[config.mk]
export PLATFORM = sky130hd
export DESIGN_NAME = ctrl_decode_stage
export DESIGN_NICKNAME = d
export VERILOG_FILES = /design/src/rtl/ctrl_decode_stage.sv
export SDC_FILE = /design/constraint.sdc
export NUM_CORES = 1
export LEC_CHECK = 0
export BUFFER_PORTS_ARGS = -buffer_cell sky130_fd_sc_hd__buf_2
export CELL_PAD_IN_SITES_DETAIL_PLACEMENT = 0
export CELL_PAD_IN_SITES_GLOBAL_PLACEMENT = 1
export CORE_ASPECT_RATIO = 0.9
export CORE_MARGIN = 8
export CORE_UTILIZATION = 46
export CTS_CLUSTER_SIZE = 28
export DETAILED_ROUTE_END_ITERATION = 8
export HOLD_SLACK_MARGIN = 0.12
export PLACE_DENSITY = 0.95
export SLEW_MARGIN = 25
export SYNTH_ARGS = -nofsm -noshare
export SYNTH_HDL_FRONTEND = slang
export SYNTH_SLANG_ARGS = --single-unit
[constraint.sdc]
create_clock -name clk -period 9.2 [get_ports clk]
set_input_delay 1.38 -clock clk [delete_from_list [all_inputs] [get_ports clk]]
set_output_delay 1.38 -clock clk [all_outputs]
set_load 0.05 [all_outputs]
[src/rtl/ctrl_decode_stage.sv]
// RV32I control decode stage: registered decode into a 2-entry FIFO skid buffer with flush and sticky HALTED.
// Optional macro CTRL_MEXT_EN enables MUL decode (opcode 33, funct7=01, funct3=000).
module ctrl_decode_stage #(
  parameter int WORD_W = 32,
  parameter int REG_AW = 5,
  parameter int IMM_W  = 20
) (
  input  logic              clk,
  input  logic              rst,
  input  logic              flush,
  input  logic              in_valid,
  output logic              in_ready,
  input  logic [WORD_W-1:0] instr,
  output logic              out_valid,
  input  logic              out_ready,
  output logic [REG_AW-1:0] rs1,
  output logic [REG_AW-1:0] rs2,
  output logic [REG_AW-1:0] rd,
  output logic [3:0]        alu_op,
  output logic              reg_wr,
  output logic              dwen,
  output logic              dren,
  output logic              alu_src,
  output logic              jp_sel,
  output logic [1:0]        pc_src,
  output logic [2:0]        rd_sel,
  output logic [IMM_W-1:0]  imm,
  output logic              illegal,
  output logic              halt,
  output logic [0:0]        dbg_state
);

  // Handshake: a beat is accepted when in_valid && in_ready && !flush; the head retires when out_valid && out_ready.
  localparam logic [0:0] RUN    = 1'b0;
  localparam logic [0:0] HALTED = 1'b1;

  localparam logic [3:0] OP_ADD  = 4'd0;
  localparam logic [3:0] OP_SUB  = 4'd1;
  localparam logic [3:0] OP_SLL  = 4'd2;
  localparam logic [3:0] OP_SLT  = 4'd3;
  localparam logic [3:0] OP_SLTU = 4'd4;
  localparam logic [3:0] OP_XOR  = 4'd5;
  localparam logic [3:0] OP_SRL  = 4'd6;
  localparam logic [3:0] OP_SRA  = 4'd7;
  localparam logic [3:0] OP_OR   = 4'd8;
  localparam logic [3:0] OP_AND  = 4'd9;
`ifdef CTRL_MEXT_EN
  localparam logic [3:0] OP_MUL  = 4'd10;
`endif

  typedef struct packed {
    logic [REG_AW-1:0] rs1;
    logic [REG_AW-1:0] rs2;
    logic [REG_AW-1:0] rd;
    logic [3:0]        alu_op;
    logic              reg_wr;
    logic              dwen;
    logic              dren;
    logic              alu_src;
    logic              jp_sel;
    logic [1:0]        pc_src;
    logic [2:0]        rd_sel;
    logic [IMM_W-1:0]  imm;
    logic              illegal;
    logic              halt;
  } dec_t;

  function automatic logic [3:0] alu_f3(input logic [2:0] f3, input logic alt, input logic is_r);
    logic [3:0] op;
    case (f3)
      3'd0:    op = (alt && is_r) ? OP_SUB : OP_ADD;
      3'd1:    op = OP_SLL;
      3'd2:    op = OP_SLT;
      3'd3:    op = OP_SLTU;
      3'd4:    op = OP_XOR;
      3'd5:    op = alt ? OP_SRA : OP_SRL;
      3'd6:    op = OP_OR;
      default: op = OP_AND;
    endcase
    return op;
  endfunction

  function automatic dec_t decode(input logic [31:0] w);
    dec_t        d;
    logic [31:0] imm32;
    logic [2:0]  f3;
    logic [6:0]  f7;
    d     = '0;
    imm32 = '0;
    f3    = w[14:12];
    f7    = w[31:25];
    d.rs1 = REG_AW'(w[19:15]);
    d.rs2 = REG_AW'(w[24:20]);
    d.rd  = REG_AW'(w[11:7]);
    case (w[6:0])
      7'h33: begin
        if (f7 == 7'h01) begin
`ifdef CTRL_MEXT_EN
          if (f3 == 3'b000) begin
            d.reg_wr = 1'b1;
            d.alu_op = OP_MUL;
          end else begin
            d.illegal = 1'b1;
          end
`else
          d.illegal = 1'b1;
`endif
        end else begin
          d.reg_wr = 1'b1;
          d.alu_op = alu_f3(f3, f7[5], 1'b1);
        end
      end
      7'h13: begin
        d.reg_wr  = 1'b1;
        d.alu_src = 1'b1;
        d.alu_op  = alu_f3(f3, f7[5], 1'b0);
        imm32     = {{20{w[31]}}, w[31:20]};
      end
      7'h03: begin
        d.reg_wr  = 1'b1;
        d.dren    = 1'b1;
        d.alu_src = 1'b1;
        d.rd_sel  = 3'd1;
        imm32     = {{20{w[31]}}, w[31:20]};
      end
      7'h23: begin
        d.dwen    = 1'b1;
        d.alu_src = 1'b1;
        imm32     = {{20{w[31]}}, w[31:25], w[11:7]};
      end
      7'h63: begin
        d.pc_src = 2'd1;
        d.alu_op = f3[2] ? (f3[1] ? OP_SLTU : OP_SLT) : OP_SUB;
        imm32    = {{19{w[31]}}, w[31], w[7], w[30:25], w[11:8], 1'b0};
      end
      7'h6F: begin
        d.reg_wr = 1'b1;
        d.jp_sel = 1'b1;
        d.pc_src = 2'd2;
        d.rd_sel = 3'd2;
        imm32    = {{11{w[31]}}, w[31], w[19:12], w[20], w[30:21], 1'b0};
      end
      7'h67: begin
        d.reg_wr  = 1'b1;
        d.jp_sel  = 1'b1;
        d.alu_src = 1'b1;
        d.pc_src  = 2'd3;
        d.rd_sel  = 3'd2;
        imm32     = {{20{w[31]}}, w[31:20]};
      end
      7'h37: begin
        d.reg_wr = 1'b1;
        d.rd_sel = 3'd3;
        imm32    = {{12{w[31]}}, w[31:12]};
      end
      7'h17: begin
        d.reg_wr = 1'b1;
        d.rd_sel = 3'd4;
        imm32    = {{12{w[31]}}, w[31:12]};
      end
      7'h7F:   d.halt    = 1'b1;
      default: d.illegal = 1'b1;
    endcase
    d.imm = IMM_W'($signed(imm32));
    return d;
  endfunction

  dec_t       ent0, ent1, e0_n, e1_n, nd, head;
  logic [1:0] cnt, cnt_n;
  logic [0:0] state, state_n;
  logic       accept, retire, halt_retire;

  assign nd          = decode(instr[31:0]);
  assign out_valid   = (cnt != 2'd0) && (state == RUN);
  assign accept      = in_valid && in_ready && !flush;
  assign retire      = out_valid && out_ready;
  assign halt_retire = retire && ent0.halt;
  assign state_n     = halt_retire ? HALTED : state;
  assign dbg_state   = state;

  // Shift-style FIFO: ent0 is always the head, ent1 the entry behind it.
  always_comb begin
    e0_n  = ent0;
    e1_n  = ent1;
    cnt_n = cnt;
    if (flush || halt_retire) begin
      cnt_n = 2'd0;
    end else begin
      if (retire) begin
        e0_n  = ent1;
        cnt_n = cnt - 2'd1;
      end
      if (accept) begin
        if (cnt_n == 2'd0) e0_n = nd;
        else               e1_n = nd;
        cnt_n = cnt_n + 2'd1;
      end
    end
  end

  always_ff @(posedge clk or posedge rst) begin
    if (rst) begin
      cnt      <= 2'd0;
      ent0     <= '0;
      ent1     <= '0;
      state    <= RUN;
      in_ready <= 1'b1;
    end else begin
      cnt      <= cnt_n;
      ent0     <= e0_n;
      ent1     <= e1_n;
      state    <= state_n;
      in_ready <= (cnt_n < 2'd2) && (state_n == RUN);
    end
  end

  // Stale entry data stays in the registers; gating on out_valid keeps every output at zero when empty.
  assign head    = out_valid ? ent0 : '0;
  assign rs1     = head.rs1;
  assign rs2     = head.rs2;
  assign rd      = head.rd;
  assign alu_op  = head.alu_op;
  assign reg_wr  = head.reg_wr;
  assign dwen    = head.dwen;
  assign dren    = head.dren;
  assign alu_src = head.alu_src;
  assign jp_sel  = head.jp_sel;
  assign pc_src  = head.pc_src;
  assign rd_sel  = head.rd_sel;
  assign imm     = head.imm;
  assign illegal = head.illegal;
  assign halt    = head.halt;

endmodule
# Word level (Yosys, flattened, before mapping)
# Index checks and enable logic that the tools add are counted.
[totals]
regBits = 106
input_bits = 37
output_inout_bits = 54
wordCells = 101
[op_classes]
n_addsub = 2
magnitude_cmp = 1
eq_ne = 17
mux = 28
bitwise = 4
reduce_logical = 18
[ops]
columns = ["cell", "count"]
rows = [
  ["$mux 51", 4],
  ["$pmux 20 s5", 1],
  ["$pmux 4 s7", 2],
  ["$eq 7x7->1 const B", 4],
  ["$eq 7x6->1 const B", 3],
  ["$eq 7x5->1 const B", 2],
  ["$pmux 3 s4", 1],
  ["$pmux 4 s3", 1],
  ["$eq 3x3->1 const B", 3],
  ["$mux 1", 9],
  ["$reduce_or 9->1", 1],
  ["$mux 2", 4],
  ["$eq 7x1->1 const B", 1],
  ["$eq 7x2->1 const B", 1],
  ["$eq 3x2->1 const B", 2],
  ["$logic_and 1x1->1", 6],
  ["$mux 3", 2],
  ["$pmux 2 s3", 1],
  ["$reduce_or 6->1", 1],
  ["$mux 5", 1],
  ["$not 1->1", 4],
  ["$pmux 1 s2", 2],
  ["$reduce_or 2->1", 2],
  ["$reduce_or 4->1", 1],
  ["other kinds (11)", 11],
]

# Logic depth before layout (Yosys ltp)
# Gate-level depths: netlist of the first run.
[depth]
depth_word = 11
depth_mapped = 12
depth_no_buf = 11

# Worst setup path before layout of the first run
# OpenSTA, ideal clock, no wires.
[synth_path]
path_type = "flip-flop to output port"
from = "register state (netlist: dbg_state)"
to = "output port rs1[0]"
arrival_ps = 2080
required_ps = 7820
path_slack_ps = 5740
path_stages_with_launch = 5
n_path_buf = 2
cell_sequence = "dfrtp_1 -> buf_2 -> nor2_1 -> clkbuf_1 -> and2_1"
[synth_between]
elab_chain_len = 3
[synth_lines]
columns = ["element", "line_no", "source"]
rows = [
  ["start: declaration", "170", "logic [0:0] state, state_n;"],
  ["start signal: assignment", "212", "state <= state_n;"],
  ["$not 1->1", "174", "assign out_valid = (cnt != 2'd0) && (state == RUN);"],
  ["$logic_and 1x1->1", "174", ""],
  ["via out_valid", "14", "output logic out_valid,"],
  ["$mux 51", "218", "assign head = out_valid ? ent0 : '0;"],
  ["end: declaration", "16", "output logic [REG_AW-1:0] rs1,"],
]
# The timed path passes the listed nets, and every way through them passes these cells.

# Worst setup path in the final report of the first run
[layout_path]
from = "input port out_ready"
to = "register ent0[2] in the netlist's numbering"
[layout_between]
elab_chain_len = 6
elab_cells_between_ends = 9
classes_between = "mux (5); reduce/logical (4)"
[layout_lines]
columns = ["element", "line_no", "source"]
rows = [
  ["start: declaration", "15", "input logic out_ready,"],
  ["$logic_and 1x1->1 *", "176", "assign retire = out_valid && out_ready;"],
  ["$mux 2", "189", "if (retire) begin"],
  ["$mux 2", "186", "if (flush || halt_retire) begin"],
  ["$logic_not 2->1", "194", "if (cnt_n == 2'd0) e0_n = nd;"],
  ["$mux 51", "194", ""],
  ["$mux 51", "193", "if (accept) begin"],
  ["end signal: assignment", "210", "ent0 <= e0_n;"],
  ["end: declaration", "168", "dec_t ent0, ent1, e0_n, e1_n, nd, head;"],
]
# Mark *: on every way between the ends. The rest lies on a longest branch, timed or not. The select of a mux whose other input is x is not followed.
# A chain may end at the register's enable or synchronous reset.

==> reports/qor.yml, run 1 <==
synth_cell_types: 62
wl_per_cell_um: 18.9
drive_gt1_share_pct: 21.2
grt_use_total_pct: 20.4
die_h_um: 118
setup_viol: 0
rows: 37
syn-num-nets: 614
synth_top_area_share_pct: 49.7
holdBufCountCts: 0
cts_root_buf: "clkbuf_16"
htreeDepth: 3
grt_pass1_vias: 4767
overflow: 0
synth-compound-area-share_pct: 22.7
max-slew-margin-rel_pct: 42.5
core_region_area_um2: 11300
path_clk_slew_ns: 0.07
antennaDiodeCount: 0
cp.required_ns: 9.46
cts_tree: "done"
syn_area_per_cell_um2: 9.19
dpl.hpwl_um: 10500
layout_setup_ws_ns: 4.92
synth_fa_ha_area_share_pct: 0.473
hold_path.class: "flop to flop"
tightest_slew_ns: 0.861
synth.largest_area_cell: "dfrtp_1"
area_delta_synth_final_pct: 15.1
ys_top_cells_by_area: "dfrtp_1 50%, nand2_1 6.2%, and2_1 5.9%"
vias: 4725
ys_seq_area_share_pct: 50.2
first_pass_iters: 5
antenna_found_initial: 0
hold_viol: 0
synth_top_family_by_area: "compound AO/OA/AOI/OAI gates"
yosys.area_share.simple_pct: 21.1
max_freq_ghz: 0.234
ys.flop_type: "dfrtp_1"
criticalPathCategory: "input port to flop"
finalClockSkew_ns: 0.0119
period_share_pct: 46.5
start_util_pct: 46.6
drt_wl_total_um: 15200
synth.mux.area_fraction_pct: 0.615
setup-tns-final_ns: 0
port_buffers: 90
pin_count: 91
synth_edf_count: 0
crit_arrival_ns: 4.53
drv_cap: 0
finalCriticalPeriod_ns: 4.28
post-place-ws_ns: 4.73
synth_area_um2: 5290
p_leak_nw: 2.76
vias_per_cell: 5.89
grt_max_degree: 64
clk_latency_ns: 0.36
syn_inst: 575
synthXorXnorAreaFrac_pct: 0.331
grt_pass1_wl_um: 24900
p_per_area_nw_per_um2: 383
post-cts-setup-buffers: 0
max-vdd-ir-drop_mv: 0.247
rsz0062_at_grt: "false"
cts_resized: 0
drc_errors: 0
postRouteAntennaNets: 0
worstSetupEndpointType: "flop"
clk_path_buf_depth: 2
outcome: "finished, final reports clean"
cts_buffers: 9
start_kind: "input port"
drt_iter0_drc: 552
critPathMaxFanout: 31
ys_warn_count: 0
die-area_um2: 15200
die_w_um: 129
gp_congestion: 0.926
fin_nets: 680
total_power_mw: 2.33
synthArstFlopShare_pct: 100
drv_slew: 0
clock-sinks: 106
synth_seq_cells: 106
## final timing paths
kind                       startpoint        to  slack (ns)  depth (start not counted)
min                          ent1[27]  ent1[27]        0.48                          1
max in group asynchronous         rst  ent1[32]        6.91                          3
min in group asynchronous         rst  ent0[40]        1.10                          2
max                         out_ready   ent0[2]        4.92                         10
min reg2reg                  ent1[27]  ent1[27]        0.48                          1
max reg2reg                    cnt[0]   ent0[2]        5.28                         11
## synthesized netlist by cell type (all sizes together) (4+ instances only)
master  instances
a22oi          15
nand3           5
a31oi          10
clkbuf         18
a222oi          4
dfrtp         105
nand2          88
nor2           48
a21oi          52
and2           50
nor3            8
o21ai          30
inv            10
buf            24
o221ai          4
a32oi           4
o22ai          48
## kinds of logic (layout without fill, tap and decap cells)
logic type               Yosys count  in the layout
AND/OR/NAND/NOR                  224            224
multiplexers                       3              3
flip-flops                       106            106
buffers and inverters             52            123
adder cells (fa/ha/maj)            2              2
AO/OA/AOI/OAI                    186            186
XOR/XNOR                           2              2
## power by group
part           switching, mW  internal [mW]  total (mW)
registers              0.103          0.652       0.756
clock network          0.193          0.192       0.385
logic                  0.854          0.336        1.19
total                   1.15           1.18        2.33
## layout by cell type (no fill, tap or decap), types with 3 or more instances in the layout
cell type,count
and2_1,50
a222oi_1,4
o22ai_1,48
a21oi_1,52
nor3_1,7
a31oi_1,10
dfrtp_1,105
a22oi_1,15
buf_2,90
o21ai_1,10
nor2b_1,3
nand3_1,5
a32oi_1,4
o221ai_1,4
inv_1,9
o21ai_0,18
nand2_1,87
nor2_1,46
clkbuf_16,9
buf_4,7
nand2b_1,3
## final cells by class
type                       count  area [um2]
sequential                   106        2650
multi-input combinational    417        2400
clock inverter                 7        71.3
tap                          156         195
clock buffer                   9         225
inverter                      10        40.0
fill                        1039        5260
timing repair buffer          97         503
## sequential cells by signal, indices dropped and copies added (netlist names)
| register | cells |
|---|---|
| cnt | 2 |
| dbg_state | 1 |
| ent1 | 51 |
| ent0 | 51 |
| in_ready | 1 |
## per-layer routing
metal  GRT usage [%]  part of all wire, %  wire [um]  up-vias
met2            30.3                   45       6800      214
met5               0                    0          0        -
met3            4.53                  7.3       1110       31
met4            7.19                  1.9        284        0
met1            28.4                   46       6970     2293
li1                -                    -          -     2187
## metrics by stage
step                instance area [um2]  hold WS (ns)  util (%)  std cells
floorplan                          5290         0.446         -        575
global placement                   5780         0.458      51.0        786
detailed placement                 5780         0.465      51.0        786
CTS                                6080         0.483      53.6        802
global route                       6080         0.507      53.6        802
finish                             6080         0.483      53.6        802
## critical path: stages
cell	delay, ns
buf_2	0.09
nor3b_2	0.44
nand2_1	0.15
o21ai_0	0.13
ha_1	0.29
nor3b_1	0.46
o21a_1	0.74
buf_4	0.47
o22ai_1	0.15
a31oi_1	0.21
No activity file was read; power rests on OpenSTA's default activity.
==> run 2: changes to the inputs <==
--- a/config.mk
+++ b/config.mk
@@ -5,16 +5,17 @@
 export SDC_FILE = /design/constraint.sdc
 export NUM_CORES = 1
 export LEC_CHECK = 0
+export ABC_AREA = 1
 export BUFFER_PORTS_ARGS = -buffer_cell sky130_fd_sc_hd__buf_2
 export CELL_PAD_IN_SITES_DETAIL_PLACEMENT = 0
 export CELL_PAD_IN_SITES_GLOBAL_PLACEMENT = 1
 export CORE_ASPECT_RATIO = 0.9
 export CORE_MARGIN = 8
-export CORE_UTILIZATION = 46
+export CORE_UTILIZATION = 37
 export CTS_CLUSTER_SIZE = 28
 export DETAILED_ROUTE_END_ITERATION = 8
 export HOLD_SLACK_MARGIN = 0.12
-export PLACE_DENSITY = 0.95
+export PLACE_DENSITY = 0.87
 export SLEW_MARGIN = 25
 export SYNTH_ARGS = -nofsm -noshare
 export SYNTH_HDL_FRONTEND = slang
==> constraint.sdc (replaced) <==
create_clock -name clk -period 3.5 [get_ports clk]
set_input_delay 0.525 -clock clk [delete_from_list [all_inputs] [get_ports clk]]
set_output_delay 0.525 -clock clk [all_outputs]
set_load 0.05 [all_outputs]
==> reports/qor.yml, run 2 <==
cp.required_ns: 3.75  # -5.71 ns
crit_arrival_ns: 3.20  # -1.33 ns
synthArstFlopShare_pct: 100  # unchanged
worst-path-buf-inv: 4  # +2
critPathMaxFanout: 43  # +39%
antenna_found_initial: 2  # +2
grt_pass1_wl_um: 28600  # +15%
synth_area_um2: 5970  # +13%
synth_seq_cells: 106  # unchanged
tightest_slew_ns: 0.922  # +0.0616 ns
yosysMostFrequentCell: "nand2_1"
path_delay_family: "simple AND/OR/NAND/NOR gates"
finalCriticalPeriod_ns: 2.95
max-vdd-ir-drop_mv: 0.235  # -4.8%
utilization_pct: 42.8  # -11 points
outcome: "finished, final reports clean"
die_h_um: 136  # +16%
drive_gt1_share_pct: 16.6  # -4.6 points
ys_top_cells_by_area: "dfrtp_1 44%, nand2_1 14%, inv_1 6.8%"
wl_per_cell_um: 16.0  # -15%
p_per_area_nw_per_um2: 377  # -1.6%
crit_path_top_delay_cell: "nand2_2"
max_freq_ghz: 0.339
hold_viol: 0  # unchanged
synth_edf_count: 0  # unchanged
holdBufCountCts: 0  # unchanged
post-cts-setup-buffers: 0  # unchanged
area_delta_synth_final_pct: 14.5
clk_latency_ns: 0.36  # about the same
drv_cap: 0  # unchanged
drt_wl_total_um: 17600  # +16%
reg2reg_to: "ent0[13]"
syn_inst: 819  # +42%
dpl_cell_area_um2: 6550  # +13%
criticalPathCategory: "flop to flop"
grt_pass1_vias: 5311  # +11%
hold_path.class: "input port to async pin"
synth_top_area_share_pct: 44.0  # -5.7 points
syn-num-nets: 858  # +40%
overflow: 0  # unchanged
gp_congestion: 0.885  # -4.5%
largest_registers: "ent0 x51, ent1 x51, cnt x2"
ys_seq_area_share_pct: 44.5  # -5.7 points
cts_root_buf: "clkbuf_16"
pin_count: 91  # unchanged
drt_iter0_drc: 494  # -11%
cp.depth: 14  # +4
num-fill-cells: 1643  # +58%
clk_path_buf_depth: 2  # unchanged
cp_slowest_stage_delay_ns: 0.55  # -0.19 ns
postRouteAntennaNets: 0  # unchanged
vias: 5560  # +18%
rrSetupSlack_ns: 0.55  # -4.73 ns
drc_errors: 0  # unchanged
port_buffers: 90  # unchanged
vias_per_cell: 5.06  # -14%
rows: 44  # +19%
clock-sinks: 106  # unchanged
dpl.hpwl_um: 12400  # +18%
htreeDepth: 3  # unchanged
timing.rr.start: "cnt[0]"
cp_common_cell: "inv_1"
p_leak_nw: 3.80  # +38%
path_cells: "inv_1 > ha_1 > inv_1 > nand2_4 > nor2_8 > xor2_1 > inv_1 > ha_1 > nand2_2 > nand2_2 > o211ai_1 > inv_1 > nand2_1 > nand2_1"
fin_nets: 925  # +36%
layout_commonest_cell: "nand2_1"
synth_cell_types: 34  # -45%
syn_area_per_cell_um2: 7.28  # -21%
post-place-ws_ns: 0.612  # -4.12 ns
die-area_um2: 20400  # +35%
start_kind: "flop"
start_util_pct: 37.4  # -9.2 points
setup_viol: 0  # unchanged
synth_commonest_cells: "223 x nand2_1, 108 x inv_1, 105 x dfrtp_1, 102 x nor2_1, 62 x nand3_1"
grt_use_total_pct: 17.7  # -2.6 points
final_cell_mix: "222 x nand2_1, 107 x inv_1, 105 x dfrtp_1"
drv_slew: 0  # unchanged
period_share_pct: 84.2
core_region_area_um2: 16000  # +41%
cts_resized: 0  # unchanged
rsz0062_at_grt: "false"
synth.largest_area_cell: "dfrtp_1"
setup-tns-final_ns: 0  # unchanged
cts_tree: "done"
first_pass_iters: 5  # unchanged
cts_buffers: 9  # unchanged
layout_setup_ws_ns: 0.553  # -4.37 ns
ys_warn_count: 0  # unchanged
die_w_um: 150  # +16%
path_clk_slew_ns: 0.07  # about the same
worstSetupEndpointType: "flop"
finalClockSkew_ns: 0.0136  # +0.00175 ns
max-slew-margin-rel_pct: 38.3  # -4.2 points
ys.flop_type: "dfrtp_1"
grt_max_degree: 55  # -14%
rr_worst_depth: 14  # +3
final_area_um2: 6830  # +12%
==> run 2: changes by cell type after synthesis, sizes merged, moves of 6 or more <==
| cell | before | now |
|---|---|---|
| a21oi | 52 | 9 |
| a22oi | 15 | 21 |
| a31oi | 10 | 22 |
| and2 | 50 | 0 |
| inv | 10 | 116 |
| nand2 | 88 | 234 |
| nand3 | 5 | 64 |
| nor2 | 48 | 112 |
| nor3 | 8 | 2 |
| o211ai | 1 | 27 |
| o21ai | 30 | 37 |
| o22ai | 48 | 18 |
==> run 2: power by group <==
part | switching [mW] | total [mW] | internal, mW
Sequential | 0.0278 | 1.31 | 1.29
Combinational | 0.187 | 0.284 | 0.0971
Clock | 0.474 | 0.977 | 0.504
==> run 2: worst max-delay path by stage <==
stage          endpoint  startpoint
6_report       ent0[13]      cnt[0]
5_1_grt         ent0[7]      cnt[0]
4_1_cts        ent0[13]      cnt[0]
3_5_place_dp   ent0[13]      cnt[0]
3_3_place_gp   ent0[49]      cnt[0]
2_1_floorplan    cnt[0]         rst
==> run 2: through the flow <==
stage / hold slack, ns / instances / total power, mW
3_3_place_gp: 0.462 / 1082 / 1.62
5_1_grt: 0.327 / 1099 / 2.69
4_1_cts: 0.299 / 1098 / 2.59
3_5_place_dp: 0.465 / 1082 / 1.62
2_1_floorplan: 0.448 / 819 / 1.52
6_report: 0.266 / 1099 / 2.58
==> run 2: logic make-up (layout without fill, tap and decap cells) <==
group                      Yosys count  in the layout  share of synthesized area (%)
xor gates and xnor gates             1              1                          0.147
and+or+nand+nor                    414            414                           29.4
DFF                                106            106                           44.5
adders and majority gates            2              2                          0.419
other                                0              1                              0
AOI/OAI and AO/OA                  137            137                           14.6
buffers and inverters              159            231                           11.0
==> run 2: final cells by class <==
class	count	area (um2)	area share, %
Timing Repair Buffer	98	536	7.84
Antenna cell	1	2.50	0.0366
Clock inverter	4	28.8	0.421
Clock buffer	12	246	3.61
Tap cell	207	259	3.79
Multi-Input combinational cell	554	2660	38.9
Inverter	117	447	6.54
Sequential cell	106	2650	38.8
==> run 2: routing by layer <==
layer  global-route usage, %  up-vias  wire (um)
met5                       0        -         10
met2                    26.9      145       8020
met3                    3.73       25        966
met4                    7.21        2        357
met1                    24.2     2626       8280
li1                        -     2762          -
==> run 3: changes to the inputs <==
==> constraint.sdc (replaced) <==
create_clock -name clk -period 2.6 [get_ports clk]
set_input_delay 0.39 -clock clk [delete_from_list [all_inputs] [get_ports clk]]
set_output_delay 0.39 -clock clk [all_outputs]
set_load 0.05 [all_outputs]
==> reports/qor.yml, run 3 (synthesis gave the netlist of run 2 again) <==
outcome: "finished, final reports clean"
cts_tree: "done"
final_area_um2: 7020  # +2.7%
port_buffers: 90  # unchanged
crit_arrival_ns: 1.96  # -1.24 ns
start_kind: "flop"
pwr-share-clk_pct: 41.3  # +3.4 points
hold_path.class: "input port to flop"
drt_iter0_drc: 631  # +28%
critPathMaxFanout: 51  # +19%
die_h_um: 136  # unchanged
hold_viol: 0  # unchanged
timing.rr.start: "cnt[0]"
first_pass_iters: 7  # +2
path_clk_slew_ns: 0.07  # about the same
clock-sinks: 106  # unchanged
drv_slew: 0  # unchanged
grt_use_met2_pct: 27.0  # +0.12 points
criticalPathCategory: "flop to primary output"
drt_wl_total_um: 17800  # +1.1%
antenna_found_initial: 0  # -2
clk_latency_ns: 0.36  # about the same
dpl.hpwl_um: 12500  # +0.81%
grt_pass1_vias: 5374  # +1.2%
fin_nets: 936  # +1.2%
power.net_switching_mw: 0.938  # +36%
p_leak_nw: 3.89  # +2.3%
wl_per_cell_um: 16.1  # +0.14%
hold_start: "instr[8]"
final_cell_mix: "222 x nand2_1, 106 x inv_1, 104 x dfrtp_1"
cts_buffers: 9  # unchanged
rsz0062_at_grt: "false"
vias: 5567  # +0.13%
tightest_slew_ns: 0.547  # -0.375 ns
p_seq_share_pct: 48.1  # -2.9 points
grt_use_total_pct: 18.0  # +0.23 points
p_per_area_nw_per_um2: 524  # +39%
core_region_area_um2: 16000  # unchanged
die_w_um: 150  # unchanged
area_delta_synth_final_pct: 17.6
postRouteAntennaNets: 0  # unchanged
finalCriticalPeriod_ns: 2.35
setup-tns-final_ns: 0  # unchanged
p_int_mw: 2.74  # +45%
worstSetupEndpointType: "primary output"
power_frac_comb_pct: 10.7  # -0.3 points
gp_congestion: 0.813  # -8.1%
htreeDepth: 3  # unchanged
pin_count: 91  # unchanged
drive_gt1_share_pct: 18.0  # +1.3 points
layout_commonest_cell: "nand2_1"
p_sw_share_pct: 25.5  # -1.2 points
max-slew-margin-rel_pct: 63.6  # +25 points
cp.required_ns: 2.21  # -1.54 ns
period_share_pct: 90.3
top_usage_layer: "met2"
rows: 44  # unchanged
die-area_um2: 20400  # unchanged
cts_root_buf: "clkbuf_16"
dpl_cell_area_um2: 6670  # +1.8%
drv_cap: 0  # unchanged
grt_max_degree: 52  # -5.5%
use_met1_pct: 24.8  # +0.66 points
clk_path_buf_depth: 2  # unchanged
max-vdd-ir-drop_mv: 0.343  # +46%
grt_pass1_wl_um: 29100  # +1.8%
max_freq_ghz: 0.426
post-cts-setup-buffers: 0  # unchanged
overflow: 0  # unchanged
grt_use_met3_pct: 3.99  # +0.27 points
largest_registers: "ent0 x51, ent1 x51, cnt x2"
vias_per_cell: 5.02  # -0.87%
drc_errors: 0  # unchanged
start_util_pct: 37.4  # unchanged
critPathLaunch: "cnt[0]"
setup_viol: 0  # unchanged
finalClockSkew_ns: 0.00909  # -0.00455 ns
[run 3: cell count changes in the layout (fill, tap and decap cells not counted), sizes merged]
cell,before,now
dlygate4sd3,0,1
clkinv,3,4
clkbuf,12,10
buf,98,108
clkinvlp,2,3
inv,116,114
bufinv,0,2
[run 3: final cells by class]
cell class                      count  area (um2)
Multi-Input combinational cell    554        2660
Inverter                          117         454
Timing Repair Buffer              109         658
Sequential cell                   106        2660
Antenna cell                        1        2.50
Clock inverter                      6        90.1
Clock buffer                       10         239
Tap cell                          207         259
Fill cell                        1667        8950
[run 3: power groups by stage]
stage / Combinational [mW] / Clock [mW] / Sequential [mW]
floorplan: 0.260 / 0 / 1.79
global placement: 0.388 / 0 / 1.80
detailed placement: 0.391 / 0 / 1.80
CTS: 0.396 / 1.54 / 1.77
global route: 0.448 / 1.61 / 1.78
finish: 0.392 / 1.52 / 1.77
[run 3: worst max-delay path, stage by stage, from the launching register on]
cell and delay, ns:
dfrtp_1 0.39, inv_1 0.06, ha_1 0.13, inv_1 0.06, nand2_4 0.10, buf_4 0.48
nor2_1 0.12, buf_2 0.24
[run 3: per-stage QoR]
step / worst slack, ns / std cells / hold slack [ns] / power, mW / util (%)
2_1_floorplan: 0.0974 / 819 / 0.448 / 2.05 / -
3_3_place_gp: 0.339 / 1092 / 0.367 / 2.19 / 41.8
3_5_place_dp: 0.263 / 1092 / 0.368 / 2.19 / 41.8
4_1_cts: 0.199 / 1109 / 0.302 / 3.70 / 43.9
5_1_grt: 0.0242 / 1109 / 0.317 / 3.84 / 43.9
6_report: 0.252 / 1110 / 0.302 / 3.68 / 43.9
[run 3: timing repair]
action | in CTS | in global routing
setup endpoints to repair | 0 | 1
hold buffers | 1 | 0
endpoints found under the hold margin | 8 | 0
gates resized for setup | 0 | 2
[run 3: routing by layer]
layer	wire length (um)	part of all wire [%]
met3	1210	6.8
met4	315	1.8
met2	7950	45
met5	0	0
met1	8350	47
[run 3: final timing paths]
path / slack (ns) / cells after the start / to
max in group asynchronous: 1.41 / 4 / ent1[33]
hold / removal: 0.30 / 3 / ent1[37]
setup reg to reg: 0.26 / 15 / ent0[16]
setup / recovery: 0.25 / 7 / pc_src[1]
min in group asynchronous: 0.54 / 3 / dbg_state
hold reg to reg: 0.48 / 2 / ent0[12]
